`config.mk`:
```
export PLATFORM = sky130hd
export DESIGN_NAME = wb_arb2
export DESIGN_NICKNAME = d
export VERILOG_FILES = /design/src/rtl/wb_arb_pkg.sv /design/src/rtl/wb_arb2.sv
export SDC_FILE = /design/constraint.sdc
export NUM_CORES = 1
export LEC_CHECK = 0
export BUFFER_PORTS_ARGS = -buffer_cell sky130_fd_sc_hd__buf_2
export CAP_MARGIN = 20
export CELL_PAD_IN_SITES_DETAIL_PLACEMENT = 1
export CELL_PAD_IN_SITES_GLOBAL_PLACEMENT = 2
export CORE_MARGIN = 10
export CORE_UTILIZATION = 11
export CTS_BUF_LIST = sky130_fd_sc_hd__clkbuf_8
export CTS_CLUSTER_SIZE = 16
export DETAILED_ROUTE_END_ITERATION = 8
export GPL_ROUTABILITY_DRIVEN = 0
export PLACE_DENSITY = 0.83
export SLEW_MARGIN = 20
export SYNTH_ARGS = -nofsm -noshare
export SYNTH_HDL_FRONTEND = slang
export SYNTH_SLANG_ARGS = --single-unit
export TNS_END_PERCENT = 5
```
`constraint.sdc`:
```
create_clock -name clk_i -period 1.9 [get_ports clk_i]
set_clock_uncertainty 0.2 [all_clocks]
set_input_delay 0 -clock clk_i [delete_from_list [all_inputs] [get_ports clk_i]]
set_output_delay 0 -clock clk_i [all_outputs]
set_load 0.05 [all_outputs]
```
`src/rtl/wb_arb_pkg.sv`:
```
// Shared types for the two-master Wishbone arbiter in front of the word RAM.
package wb_arb_pkg;

  typedef enum logic [1:0] {
    IDLE = 2'd0,
    GNT0 = 2'd1,
    GNT1 = 2'd2,
    GAP  = 2'd3
  } state_t;

  // Requests carry the address at its widest supported size; the arbiter
  // zero-extends its ADR_W-bit port into it and slices it back out.
  localparam int ADR_MAX = 32;

  typedef struct packed {
    logic               cyc;
    logic               stb;
    logic               we;
    logic [3:0]         be;
    logic [ADR_MAX-1:0] adr;
    logic [31:0]        dat;
  } wb_req_t;

  // A master is asking for the bus only while both cyc and stb are high.
  function automatic logic is_req(wb_req_t r);
    return r.cyc & r.stb;
  endfunction

endpackage

```
`src/rtl/wb_arb2.sv`:
```
// Round-robin arbiter: CPU instruction bus (m0) and data bus (m1) share one
// RAM port. The grant is held until the slave acks, the master drops cyc or
// the optional timeout fires, and is always followed by one idle GAP cycle so
// a stretched or late ack can never complete a second request.
module wb_arb2
  import wb_arb_pkg::*;
#(
  parameter int ADR_W   = 7,
  parameter int TIMEOUT = 0,
  parameter int CNT_W   = 8
) (
  input  logic             clk_i,
  input  logic             rst_in,
  input  logic             m0_cyc_i,
  input  logic             m0_stb_i,
  input  logic             m0_we_i,
  input  logic [3:0]       m0_be_i,
  input  logic [ADR_W-1:0] m0_adr_i,
  input  logic [31:0]      m0_dat_i,
  output logic             m0_ack_o,
  output logic             m0_err_o,
  output logic [31:0]      m0_dat_o,
  input  logic             m1_cyc_i,
  input  logic             m1_stb_i,
  input  logic             m1_we_i,
  input  logic [3:0]       m1_be_i,
  input  logic [ADR_W-1:0] m1_adr_i,
  input  logic [31:0]      m1_dat_i,
  output logic             m1_ack_o,
  output logic             m1_err_o,
  output logic [31:0]      m1_dat_o,
  output logic             s_cyc_o,
  output logic             s_stb_o,
  output logic             s_we_o,
  output logic [3:0]       s_be_o,
  output logic [ADR_W-1:0] s_adr_o,
  output logic [31:0]      s_dat_o,
  input  logic             s_ack_i,
  input  logic [31:0]      s_dat_i
);

  // Counter value seen in the last grant cycle before the error fires.
  localparam logic [CNT_W-1:0] TO_LAST = CNT_W'((TIMEOUT == 0) ? 0 : TIMEOUT - 1);

  state_t           state_q, state_d;
  logic             last_q, last_d;   // 1: master 1 was granted most recently
  logic [CNT_W-1:0] cnt_q, cnt_d;
  wb_req_t          m0, m1, sel;
  logic             own1, ack, err;
  logic             unused_adr_hi;

  // Pack both master requests into the shared request type.
  always_comb begin
    m0 = '0;
    m0.cyc = m0_cyc_i;
    m0.stb = m0_stb_i;
    m0.we  = m0_we_i;
    m0.be  = m0_be_i;
    m0.adr[ADR_W-1:0] = m0_adr_i;
    m0.dat = m0_dat_i;
    m1 = '0;
    m1.cyc = m1_cyc_i;
    m1.stb = m1_stb_i;
    m1.we  = m1_we_i;
    m1.be  = m1_be_i;
    m1.adr[ADR_W-1:0] = m1_adr_i;
    m1.dat = m1_dat_i;
  end

  // Next-state, grant selection, ack/err routing and timeout counting.
  always_comb begin
    state_d = state_q;
    last_d  = last_q;
    cnt_d   = '0;
    sel     = '0;
    own1    = 1'b0;
    ack     = 1'b0;
    err     = 1'b0;
    case (state_q)
      IDLE: begin
        // On a tie the master that was not served last wins.
        if (is_req(m0) && (!is_req(m1) || last_q)) begin
          state_d = GNT0;
          last_d  = 1'b0;
        end else if (is_req(m1)) begin
          state_d = GNT1;
          last_d  = 1'b1;
        end
      end
      GNT0, GNT1: begin
        own1  = (state_q == GNT1);
        sel   = own1 ? m1 : m0;
        cnt_d = cnt_q + 1'b1;
        // Ack takes priority over an abandoned cycle and over the timeout.
        if (s_ack_i) begin
          ack     = 1'b1;
          state_d = GAP;
        end else if (!sel.cyc) begin
          state_d = GAP;
        end else if ((TIMEOUT != 0) && (cnt_q == TO_LAST)) begin
          err     = 1'b1;
          state_d = GAP;
        end
      end
      GAP:     state_d = IDLE;
      default: state_d = IDLE;
    endcase
  end

  // State, round-robin memory and timeout counter registers.
  always_ff @(posedge clk_i) begin
    if (!rst_in) begin
      state_q <= IDLE;
      last_q  <= 1'b1;
      cnt_q   <= '0;
    end else begin
      state_q <= state_d;
      last_q  <= last_d;
      cnt_q   <= cnt_d;
    end
  end

  // Reset drops the grant in the same cycle, so no completion escapes.
  assign s_cyc_o  = rst_in & sel.cyc;
  assign s_stb_o  = rst_in & sel.cyc & sel.stb;
  assign s_we_o   = sel.we;
  assign s_be_o   = sel.be;
  assign s_adr_o  = sel.adr[ADR_W-1:0];
  assign s_dat_o  = sel.dat;
  assign m0_ack_o = rst_in & ack & ~own1;
  assign m1_ack_o = rst_in & ack & own1;
  assign m0_err_o = rst_in & err & ~own1;
  assign m1_err_o = rst_in & err & own1;
  assign m0_dat_o = s_dat_i;
  assign m1_dat_o = s_dat_i;

  // Address bits above ADR_W are zero by construction.
  assign unused_adr_hi = |(sel.adr >> ADR_W);

endmodule

```
==> flow_metrics.env <==
export IMPL_crit_family="buffers and inverters"
export IMPL_synth_top_cell_area_share=0.322
export IMPL_syn_avg_cell_area_um2=7.77
export IMPL_ant_nets=0
export IMPL_hp_class="input pin to register"
export IMPL_r2r_slack_ns=0.03
export IMPL_power_density_nw_per_um2=1970
export IMPL_syn_to_final_growth_pct=78.1
export IMPL_synth_edf_count=0
export IMPL_gr_total_overflow=0
export IMPL_cp_max_fo=24
export IMPL_path_buf_inv=3
export IMPL_cp_slowest_cell="dfxtp_2"
export IMPL_drtIter0Drc=27
export IMPL_fp_dieH_um=138
export IMPL_grtUsageTotal=0.0825
export IMPL_drt_first_pass_iters=3
export IMPL_die_area_um2=19100
export IMPL_r2r_cells=5
export IMPL_cts_buffers=3
export IMPL_ys_ff_latch=3
export IMPL_fmax_mhz=535
export IMPL_status="complete, no violations"
export IMPL_hp_start="m1_cyc_i"
export IMPL_synth_area_um2=1540
export IMPL_synthFlopType="dfxtp_1"
export IMPL_clk_pin_slew_worst_paths_ns=0.04
export IMPL_initial_core_util=0.112
export IMPL_dp_cells=447
export IMPL_worst_hold_slack_ns=0.0262
export IMPL_pin_count=241
export IMPL_n_antenna_cell=0
export IMPL_post_route_period_util=0.983
export IMPL_yosysTopAreaCell="buf_4"
export IMPL_clkLatencyLatePin_ns=0.22
export IMPL_antenna_found_initial=1
export IMPL_drive_above_1_share=0.587
export IMPL_nNetsFinal=441
export IMPL_worstPathCellList="inv_1 -> ha_4 -> bufbuf_16 -> nor2b_1 -> buf_4"
export IMPL_synth_distinct_cells=23
export IMPL_ys_warn_count=0
export IMPL_synthArstFlopShare=0
export IMPL_rsz0062_at_grt="yes"
export IMPL_finalHoldViolCount=0
export IMPL_final_cells=490
export IMPL_slowest_delay_ns=0.38
export IMPL_wl_per_cell_um=17.5
export IMPL_post_dp_hpwl_um=5520
export IMPL_num_vias=1812
export IMPL_hold_end="state_q[0]"
export IMPL_via_per_inst=3.70
export IMPL_end_kind="output port"
export IMPL_ys_seq_area_frac=0.0391
export IMPL_grt_max_degree=26
export IMPL_max_clock_path_buffers=2
export IMPL_ir_drop_mv=0.427
export IMPL_slew_headroom=0.315
export IMPL_r2r_end="state_q[0]"
export IMPL_worst_pin_slew_ns=1.02
export IMPL_clkSinkCount=3
export IMPL_setup_worst_path_class="register to output port"
export IMPL_timing_rr_start="state_q[0]"
export IMPL_yosysMostFrequentCell="buf_4"
export IMPL_io_buffers=142
export IMPL_root_buffer="clkbuf_8"
export IMPL_wirelength_um=8570
export IMPL_synth_commonest_cells="66 x buf_4, 48 x nor2b_1, 46 x mux2i_1, 5 x clkbuf_1, 4 x buf_2"
export IMPL_coreArea_um2=13800
export IMPL_synth_area_leaders="buf_4 32%, mux2i_1 30%, nor2b_1 20%, dfxtp_1 3.9%, ha_1 2.4%"
export IMPL_rows=43
export IMPL_p_leak_nw=1.27
export IMPL_grt_pass1_wl_um=12900
export IMPL_syn_instance_count=198
export IMPL_fp_dieW_um=138
export IMPL_crit_arrival_ns=1.67
export IMPL_htree_num_levels=1
export IMPL_drc=0
export IMPL_maxSlewViolCount=0
export IMPL_period_minus_slack_ns=1.87
export IMPL_crit_path_start_kind="register"
export IMPL_cts_tree="yes"
export IMPL_cp_required_ns=1.70
export IMPL_maxCapViolCount=0
export IMPL_first_global_vias=2179
export IMPL_whs_path_depth=4
export IMPL_setup_viol=0
state kept, by name, indices dropped and copies added, names as in the netlist:
register / cells
state_q: 2
last_q: 1
metal layers:
metal / global-route usage / share of wire
met5: 0 / 0.0015
met4: 0.0117 / 0.011
met3: 0.0332 / 0.090
met2: 0.165 / 0.55
met1: 0.0772 / 0.35
cells in the final DEF (no fill, tap or decap), types with 2 or more instances in the layout:
cell type	Yosys	routed
mux2i_2	0	2
conb_1	1	2
buf_6	1	18
mux2i_1	46	44
dfxtp_2	0	2
nor2b_1	48	31
nor2b_2	0	15
clkbuf_8	0	3
inv_1	3	3
buf_16	0	2
nand3_1	2	2
buf_12	0	4
buf_2	4	111
nand2_1	3	3
dlygate4sd3_1	0	34
nor2_2	0	2
ha_4	0	2
buf_4	66	13
nor2b_4	0	2
cell type report:
type | instances | area, µm²
timing repair buffer | 183 | 1360
multi-input combinational | 117 | 1030
sequential | 3 | 62.6
tap | 180 | 225
clock inverter | 1 | 3.75
inverter | 3 | 13.8
fill | 1665 | 11000
clock buffer | 3 | 41.3
report_power, final:
group | internal (mW) | switching [mW] | leakage [nW]
combinational | 1.87 | 3.22 | 1.21
sequential | 0.0904 | 0.0295 | 0.0255
clock | 0.138 | 0.0520 | 0.0269
total | 2.10 | 3.31 | 1.27
tightest hold or removal path, stage by stage:
cell and delay, ns:
buf_2 0.13, nand2_1 0.08, a32oi_1 0.09, o311a_1 0.11
how the worst max path moves through the flow:
stage / start / end / slack [ns] / cells past startpoint
floorplan: state_q[0] / s_adr_o[4] / -0.20 / 5
global placement: state_q[0] / state_q[0] / 0.07 / 5
detailed placement: state_q[0] / state_q[0] / -0.0005 / 5
CTS: state_q[0] / state_q[0] / -0.007 / 5
global route: state_q[1] / s_adr_o[1] / -0.03 / 5
finish: state_q[1] / s_adr_o[5] / 0.03 / 5
stage by stage:
stage / setup TNS (ns) / power, mW / setup WS, ns / utilization / instance area (µm²)
after floorplan: -7.55 / 3.44 / -0.197 / - / 1560
after global placement: 0 / 3.91 / 0.0715 / 0.146 / 2010
after detailed placement: -0.000513 / 4.00 / -0.000513 / 0.146 / 2010
after CTS: -0.00699 / 5.23 / -0.00699 / 0.189 / 2610
after global routing: -0.470 / 5.68 / -0.0320 / 0.199 / 2740
final: 0 / 5.40 / 0.0324 / 0.199 / 2740
logic make-up after synthesis:
kind of cell | count (synthesis) | synth area share
simple gates | 59 | 0.231
fa+ha+maj | 3 | 0.0244
buf+inv | 79 | 0.362
other cells | 1 | 0.00244
compound gates | 6 | 0.0317
mux | 47 | 0.309
flops | 3 | 0.0391
repair_timing:
item	CTS	global route
resized for setup	39	39
setup endpoints to repair	49	37
pin swaps	1	1
endpoints found under the hold margin	67	0
cloned	3	0
buffers inserted	1	1
hold buffers	34	0
Note: power is estimated with default switching activity, not from simulation.
